[config.mk]
export PLATFORM = sky130hd
export DESIGN_NAME = regfile_sb_flat
export DESIGN_NICKNAME = d
export VERILOG_FILES = /design/src/rtl/regfile_sb_if.sv /design/src/rtl/regfile_sb.sv /design/src/flat_wrapper.sv
export SDC_FILE = /design/constraint.sdc
export NUM_CORES = 2
export LEC_CHECK = 0
export BUFFER_PORTS_ARGS = -buffer_cell sky130_fd_sc_hd__buf_2
export CORE_MARGIN = 2
export CORE_UTILIZATION = 50
export DETAILED_ROUTE_END_ITERATION = 10
export PLACE_DENSITY = 0.69
export SLEW_MARGIN = 20
export SYNTH_ARGS = -nofsm -noshare
export SYNTH_HDL_FRONTEND = slang
export SYNTH_SLANG_ARGS = --single-unit
export TNS_END_PERCENT = 10
[constraint.sdc]
create_clock -name clock -period 2.9 [get_ports clock]
set_input_delay 0.29 -clock clock [delete_from_list [all_inputs] [get_ports clock]]
set_output_delay 0.29 -clock clock [all_outputs]
set_load 0.05 [all_outputs]
[src/rtl/regfile_sb_if.sv]
// Register file bus: writeback write port, two decode read ports, and the
// issue/flush controls that drive the busy scoreboard.
interface regfile_sb_if #(
  parameter int DATA_WIDTH = 32,
  parameter int ADDR_WIDTH = 5
);
  logic                  ctrl_writeEnable;
  logic [ADDR_WIDTH-1:0] ctrl_writeReg;
  logic [DATA_WIDTH-1:0] data_writeReg;
  logic [ADDR_WIDTH-1:0] ctrl_readRegA;
  logic [ADDR_WIDTH-1:0] ctrl_readRegB;
  logic [DATA_WIDTH-1:0] data_readRegA;
  logic [DATA_WIDTH-1:0] data_readRegB;
  logic                  ctrl_issueEnable;
  logic [ADDR_WIDTH-1:0] ctrl_issueReg;
  logic                  ctrl_flush;
  logic                  busy_readRegA;
  logic                  busy_readRegB;
  logic                  busy_any;

  modport master (
    output ctrl_writeEnable, ctrl_writeReg, data_writeReg,
    output ctrl_readRegA, ctrl_readRegB,
    output ctrl_issueEnable, ctrl_issueReg, ctrl_flush,
    input  data_readRegA, data_readRegB,
    input  busy_readRegA, busy_readRegB, busy_any
  );

  modport slave (
    input  ctrl_writeEnable, ctrl_writeReg, data_writeReg,
    input  ctrl_readRegA, ctrl_readRegB,
    input  ctrl_issueEnable, ctrl_issueReg, ctrl_flush,
    output data_readRegA, data_readRegB,
    output busy_readRegA, busy_readRegB, busy_any
  );
endinterface

[src/rtl/regfile_sb.sv]
// Register file with two combinational read ports, optional write-to-read
// bypass and a per-register busy scoreboard for read-after-write hazards.
module regfile_sb #(
  parameter int DATA_WIDTH = 32,
  parameter int ADDR_WIDTH = 5,
  parameter int ZERO_REG   = 1,
  parameter int BYPASS     = 1
) (
  input logic         clock,
  input logic         ctrl_reset,
  regfile_sb_if.slave bus
);
  localparam int DEPTH = 1 << ADDR_WIDTH;

  logic [DATA_WIDTH-1:0] regs_q [DEPTH];
  logic [DATA_WIDTH-1:0] regs_d [DEPTH];
  logic [DEPTH-1:0]      busy_q;
  logic [DEPTH-1:0]      busy_d;
  logic                  busy_any_q;
  logic                  busy_any_d;
  logic                  write_ok;

  logic [ADDR_WIDTH-1:0] rd_addr [2];
  logic [DATA_WIDTH-1:0] rd_data [2];
  logic                  rd_busy [2];

  always_comb begin
    write_ok = bus.ctrl_writeEnable &&
               !((ZERO_REG != 0) && (bus.ctrl_writeReg == '0));
  end

  always_comb begin
    for (int i = 0; i < DEPTH; i++) begin
      regs_d[i] = regs_q[i];
    end
    if (write_ok) begin
      regs_d[bus.ctrl_writeReg] = bus.data_writeReg;
    end
  end

  // Issue is applied after the write clear so a new producer keeps the bit set.
  always_comb begin
    busy_d = busy_q;
    if (bus.ctrl_flush) begin
      busy_d = '0;
    end else begin
      if (bus.ctrl_writeEnable) begin
        busy_d[bus.ctrl_writeReg] = 1'b0;
      end
      if (bus.ctrl_issueEnable) begin
        busy_d[bus.ctrl_issueReg] = 1'b1;
      end
    end
    if (ZERO_REG != 0) begin
      busy_d[0] = 1'b0;
    end
    busy_any_d = |busy_d;
  end

  always_ff @(posedge clock) begin
    if (ctrl_reset) begin
      for (int i = 0; i < DEPTH; i++) begin
        regs_q[i] <= '0;
      end
      busy_q     <= '0;
      busy_any_q <= 1'b0;
    end else begin
      for (int i = 0; i < DEPTH; i++) begin
        regs_q[i] <= regs_d[i];
      end
      busy_q     <= busy_d;
      busy_any_q <= busy_any_d;
    end
  end

  assign rd_addr[0] = bus.ctrl_readRegA;
  assign rd_addr[1] = bus.ctrl_readRegB;

  // A forwarded write also retires the hazard on that register for the reader.
  always_comb begin
    for (int p = 0; p < 2; p++) begin
      if ((ZERO_REG != 0) && (rd_addr[p] == '0)) begin
        rd_data[p] = '0;
        rd_busy[p] = 1'b0;
      end else if ((BYPASS != 0) && bus.ctrl_writeEnable &&
                   (bus.ctrl_writeReg == rd_addr[p])) begin
        rd_data[p] = bus.data_writeReg;
        rd_busy[p] = 1'b0;
      end else begin
        rd_data[p] = regs_q[rd_addr[p]];
        rd_busy[p] = busy_q[rd_addr[p]];
      end
    end
  end

  assign bus.data_readRegA = rd_data[0];
  assign bus.data_readRegB = rd_data[1];
  assign bus.busy_readRegA = rd_busy[0];
  assign bus.busy_readRegB = rd_busy[1];
  assign bus.busy_any      = busy_any_q;
endmodule

[src/flat_wrapper.sv]
// flat-port wrapper written by rule: the top's interface ports become plain ports
module regfile_sb_flat 
#(
  parameter int DATA_WIDTH = 32,
  parameter int ADDR_WIDTH = 5,
  parameter int ZERO_REG   = 1,
  parameter int BYPASS     = 1
)
  (clock, ctrl_reset, bus_ctrl_writeEnable, bus_ctrl_writeReg, bus_data_writeReg, bus_ctrl_readRegA, bus_ctrl_readRegB, bus_ctrl_issueEnable, bus_ctrl_issueReg, bus_ctrl_flush, bus_data_readRegA, bus_data_readRegB, bus_busy_readRegA, bus_busy_readRegB, bus_busy_any);
  regfile_sb_if #(.DATA_WIDTH(DATA_WIDTH), .ADDR_WIDTH(ADDR_WIDTH)) bus_i ();
  input logic clock;
  input logic ctrl_reset;
  input wire logic [$bits(bus_i.ctrl_writeEnable)-1:0] bus_ctrl_writeEnable;
  input wire logic [$bits(bus_i.ctrl_writeReg)-1:0] bus_ctrl_writeReg;
  input wire logic [$bits(bus_i.data_writeReg)-1:0] bus_data_writeReg;
  input wire logic [$bits(bus_i.ctrl_readRegA)-1:0] bus_ctrl_readRegA;
  input wire logic [$bits(bus_i.ctrl_readRegB)-1:0] bus_ctrl_readRegB;
  input wire logic [$bits(bus_i.ctrl_issueEnable)-1:0] bus_ctrl_issueEnable;
  input wire logic [$bits(bus_i.ctrl_issueReg)-1:0] bus_ctrl_issueReg;
  input wire logic [$bits(bus_i.ctrl_flush)-1:0] bus_ctrl_flush;
  output wire logic [$bits(bus_i.data_readRegA)-1:0] bus_data_readRegA;
  output wire logic [$bits(bus_i.data_readRegB)-1:0] bus_data_readRegB;
  output wire logic [$bits(bus_i.busy_readRegA)-1:0] bus_busy_readRegA;
  output wire logic [$bits(bus_i.busy_readRegB)-1:0] bus_busy_readRegB;
  output wire logic [$bits(bus_i.busy_any)-1:0] bus_busy_any;
  assign bus_i.ctrl_writeEnable = bus_ctrl_writeEnable;
  assign bus_i.ctrl_writeReg = bus_ctrl_writeReg;
  assign bus_i.data_writeReg = bus_data_writeReg;
  assign bus_i.ctrl_readRegA = bus_ctrl_readRegA;
  assign bus_i.ctrl_readRegB = bus_ctrl_readRegB;
  assign bus_i.ctrl_issueEnable = bus_ctrl_issueEnable;
  assign bus_i.ctrl_issueReg = bus_ctrl_issueReg;
  assign bus_i.ctrl_flush = bus_ctrl_flush;
  assign bus_data_readRegA = bus_i.data_readRegA;
  assign bus_data_readRegB = bus_i.data_readRegB;
  assign bus_busy_readRegA = bus_i.busy_readRegA;
  assign bus_busy_readRegB = bus_i.busy_readRegB;
  assign bus_busy_any = bus_i.busy_any;
  regfile_sb #(.DATA_WIDTH(DATA_WIDTH), .ADDR_WIDTH(ADDR_WIDTH), .ZERO_REG(ZERO_REG), .BYPASS(BYPASS)) u_core (.clock(clock), .ctrl_reset(ctrl_reset), .bus(bus_i));
endmodule
After elaboration in Yosys (flattened, before gate mapping)
Memory sizes are Yosys's and may differ from the RTL's.
Cells that the tools add are included.
{"block": "totals", "ram_bits": 1024, "memories": 1, "ff_bits": 33, "output_inout_bits": 67, "elab_cells": 120}
{"block": "classes", "order_cmp": 8, "eq_ne": 2, "muxes": 59, "reduce_logical": 11, "bitwise_logic": 36}
{"memory": "u_core.regs_q", "words": 32, "width": 32, "rd": 34, "rd_ports_with_merged_regs": 0, "wr": 32, "line_no": "regfile_sb.sv:15", "text": "logic [DATA_WIDTH-1:0] regs_q [DEPTH];"}
{"op": "$mux 32", "count": 41}
{"op": "$bwmux 1024", "count": 1}
{"op": "$mux 1024", "count": 1}
{"op": "$demux 32 s5", "count": 1}
{"op": "$and 32x32->32", "count": 1}
{"op": "$not 32->32", "count": 1}
{"op": "$or 1x1->1", "count": 32}
{"op": "$or 32x32->32", "count": 1}
{"op": "$reduce_or 31->1", "count": 1}
{"op": "$lt 5x6->1 const B", "count": 4}
{"op": "$logic_not 5->1", "count": 3}
{"op": "$mux 1", "count": 11}
{"op": "$bmux 1 s5", "count": 2}
{"op": "$demux 1 s5", "count": 2}
{"op": "$eq 5x5->1", "count": 2}
{"op": "$ge 5x1->1 const B", "count": 2}
{"op": "$ge 6x6->1 const B", "count": 1}
{"op": "$logic_and 1x1->1", "count": 6}
{"op": "$lt 6x1->1 const B", "count": 1}
{"op": "$not 5->6", "count": 1}
{"op": "$logic_not 1->1", "count": 1}

Logic depth before layout (Yosys ltp)
{"block": "logic_depth", "word_depth": 12, "mapped_depth": 10, "ltp_nobuf": 6}

Worst setup path after synthesis
Ideal clock, no wire load.
{"block": "synth_timing", "kind": "in2out", "startpoint": "in bus_ctrl_readRegB[1]", "endpoint": "out bus_data_readRegB[6]", "required_ns": 2.610, "arrival_time_ns": 2.755, "setup_slack_ns": -0.145, "cell_stages": 10, "path_cell_list": "buf_6 > buf_6 > nor2b_1 > buf_2 > clkbuf_1 > a221oi_1 > o21ai_0 > a21oi_1 > a211oi_1 > nor3_1"}
{"block": "synth_between", "elab_chain_cells": 4, "word_cells_on_any_way": 6}
{"element": "from (decl)", "line_no": "flat_wrapper.sv:17", "text": "input wire logic [$bits(bus_i.ctrl_readRegB)-1:0] bus_ctrl_readRegB;"}
{"element": "parallel branches: the longest is 3 deep, another holds $mem_v2 32x32"}
{"element": "$mux 32 *", "line_no": "regfile_sb.sv:82", "text": "if ((ZERO_REG != 0) && (rd_addr[p] == '0)) begin"}
{"element": "to (decl)", "line_no": "flat_wrapper.sv:22", "text": "output wire logic [$bits(bus_i.data_readRegB)-1:0] bus_data_readRegB;"}
Mark *: on every way between the ends.

==> flow_summary_export.csv <==
group,metric,value,unit
run_status,status,"complete, but fails checks",
run_status,violations,"negative setup slack",
finish,final_cell_mix,"nand2_1, dfxtp_1, a21oi_1",
finish,nets,6006,
sta,final-hold-violation-count,0,
worst_setup_path,cpMostUsedCell,"mux4_2",
drt,routed_wl,223100,um
die,dieArea,111200,sq um
clocking,cts_root_buffer,"clkbuf_16",
drt,drc,0,
worst_setup_path,crit_buf_inv,2,
sta,finalCriticalPeriod,3166,ps
die,rows,120,
die,die_w,333.4,um
placement,place_ws,-261.6,ps
min_path,min_path_type,"input port to flip-flop",
global_route,grt_pass1_vias,48690,
sta,worstMarginPinSlew,1027,ps
sta,max_freq,315.8,MHz
sta,fin_skew,20.16,ps
global_route,antenna_found_initial,6,
die,fp.dieH,333.4,um
clocking,cts_buffers,108,
yosys,ys_ff_latch,1056,
global_route,grt_max_degree,116,
yosys,ys_types,57,
sta,setup_viol,26,
finish,drive_gt1_share,24.77,%
sta,max-slew-margin-rel,31.51,%
global_route,grtUsageMet3,13.97,%
die,core-area,107400,sq um
worst_setup_path,cp-start-kind,"flip-flop",
die,ios,124,
pwr,power.total,0.03309,W
drt,avgViaCountPerCell,6.830,
worst_setup_path,path_class,"flip-flop to primary output",
worst_setup_path,crit_path_end_kind,"primary output",
drt,drtIter0Drc,9281,
clocking,clk_pin_slew,60,ps
sta,fin_hold_ws,33.57,ps
global_route,grt-busiest-layer,"met2",
drt,via_count,50880,
drt,wl_per_cell,29.95,um
global_route,met2_usage,55.76,%
yosys,async_flop_share,0,%
sta,post-route-period-util,109.2,%
finish,final_common_cell,"nand2_1",
worst_setup_path,path_max_fanout,3,
clocking,htreeDepth,3,
yosys,synth-seq-area-share,38.96,%
placement,hpwl,127300,um
clocking,cts_sinks,1056,
yosys,ys.flop_type,"dfxtp_1",
worst_setup_path,crit_arrival,2880,ps
worst_setup_path,crit_required,2610,ps
clocking,cts_max_path_buffers,3,
yosys,syn_nets,6009,
yosys,syn_inst,5952,
worst_setup_path,slowest_delay,520,ps
sta,slew_violations,0,
pwr,p_leak,20.88,nW
global_route,overflow,0,
pwr,irDropWorstVdd,0.0004642,V
die,initial_core_util,50.55,%
yosys,yosys_warnings,0,
global_route,grt_usage,39.32,%
worst_setup_path,critPathTopFamily,"multiplexers",
clocking,insertion_delay,700,ps
yosys,synth_enable_flop_cells,0,
sta,setup_slack,-266.5,ps
finish,syn_to_final_growth,16.49,%
clocking,cts_tree,"done",
flow_run,drv_cap,0,
global_route,grt_use_met1,49.83,%
drt,ant_nets,0,
global_route,grt_pass1_wl,322700,um
placement,portBuffers,123,
worst_setup_path,crit_slowest_cell,"mux4_2",
placement,globalplace.congestion,0.9293,
pwr,p_per_area,523.5,nW/um^2
yosys,avgSynthCellArea,9.117,sq um
sta,rsz0062_at_grt,"yes",
yosys,netlist_area,54270,sq um
drt,dr.pass1.iters,7,
worst_setup_path,path_cells,"mux4_2 -> mux4_2 -> and2_4 -> a311oi_4 -> buf_4 -> nor3_1 -> buf_12",
## registers in the layout (all words and copies together), names as in the netlist
register,count
u_core.busy_q,31
u_core.bus.busy_any,1
u_core.regs_q,1024
## cell families after synthesis
group           count (synthesis)  synth area share (%)
flops                        1056                 38.96
buf+inv                       672                 5.582
mux                           690                 26.51
compound gates               1220                 12.10
simple gates                 2303                 16.68
xor+xnor                       11                0.1776
## metal layers
layer / share of wire [%] / vias to the layer above
met5: 0.012 / -
met4: 8.5 / 4
met3: 16 / 1176
met2: 41 / 4506
met1: 34 / 24330
li1: - / 20860
## layout make-up
class	count	area [sq um]
clock buffers	162	3238
clock inverters	38	589.3
inverters	30	113.9
diodes	7	17.52
flip-flops and latches	1056	21180
fillers	8764	44140
well taps	1403	1755
repair buffers	528	5403
multi-input cells	4225	30920
## final timing paths
check	startpoint	end	slack, ps	cells past startpoint
worst max register to register	u_core.busy_q[26]$_SDFF_PP0_	u_core.bus.busy_any$_SDFF_PP0_	1130	5
worst min register to register	u_core.regs_q[19][17]$_SDFFE_PP0P_	u_core.regs_q[19][17]$_SDFFE_PP0P_	460	2
worst min-delay path	ctrl_reset	u_core.regs_q[19][30]$_SDFFE_PP0P_	30	2
worst max-delay path	u_core.regs_q[3][17]$_SDFFE_PP0P_	bus_data_readRegB[17]	-270	7
## timing repair
item                                    4_1_cts  5_1_grt
buffers inserted                              0        1
hold endpoints to repair                     51        0
hold buffers                                 11        0
pin swaps                                    31        9
endpoints found under the setup margin       47       56
gates cloned                                  1        0
gates resized for setup                     115       67
## per-stage QoR
| stage | cells | TNS [ps] | utilization, % | instance area, sq um |
|---|---|---|---|---|
| detailed placement | 7230 | -2693 | 54.55 | 58560 |
| CTS | 7441 | -1786 | 58.61 | 62920 |
| global route | 7443 | -3040 | 58.87 | 63200 |
| finish | 7449 | -2150 | 58.89 | 63220 |
| floorplan | 5952 | -2073 | - | 54280 |
| global placement | 7230 | -2272 | 54.55 | 58560 |
## cell usage after synthesis (8+ instances only)
master | number | area [sq um]
buf_4 | 25 | 187.7
nand3_1 | 20 | 100.1
nor3_1 | 28 | 140.1
clkbuf_2 | 24 | 120.1
buf_1 | 18 | 67.56
o21ai_0 | 20 | 100.1
mux4_2 | 597 | 13450
nor2b_1 | 42 | 262.8
mux2i_1 | 86 | 860.8
clkbuf_1 | 449 | 1685
and2_1 | 8 | 50.05
a211oi_1 | 20 | 150.1
o22ai_1 | 31 | 193.9
xor2_1 | 8 | 70.07
dfxtp_1 | 1056 | 21140
a21oi_1 | 1020 | 5105
a221oi_1 | 28 | 245.2
buf_2 | 90 | 450.4
nand2_1 | 2064 | 7747
nor2_1 | 93 | 349.1
buf_6 | 34 | 382.9
a32oi_1 | 18 | 157.7
o21ai_1 | 14 | 70.07
inv_1 | 30 | 112.6
a22oi_1 | 49 | 367.9
and3_1 | 10 | 62.56
## where the power goes
group | switching (W) | internal, W
registers | 0.0000801 | 0.0146
clock network | 0.00624 | 0.00894
logic | 0.00208 | 0.00114
total | 0.00841 | 0.0247
Note: power is estimated with default switching activity, not from simulation.
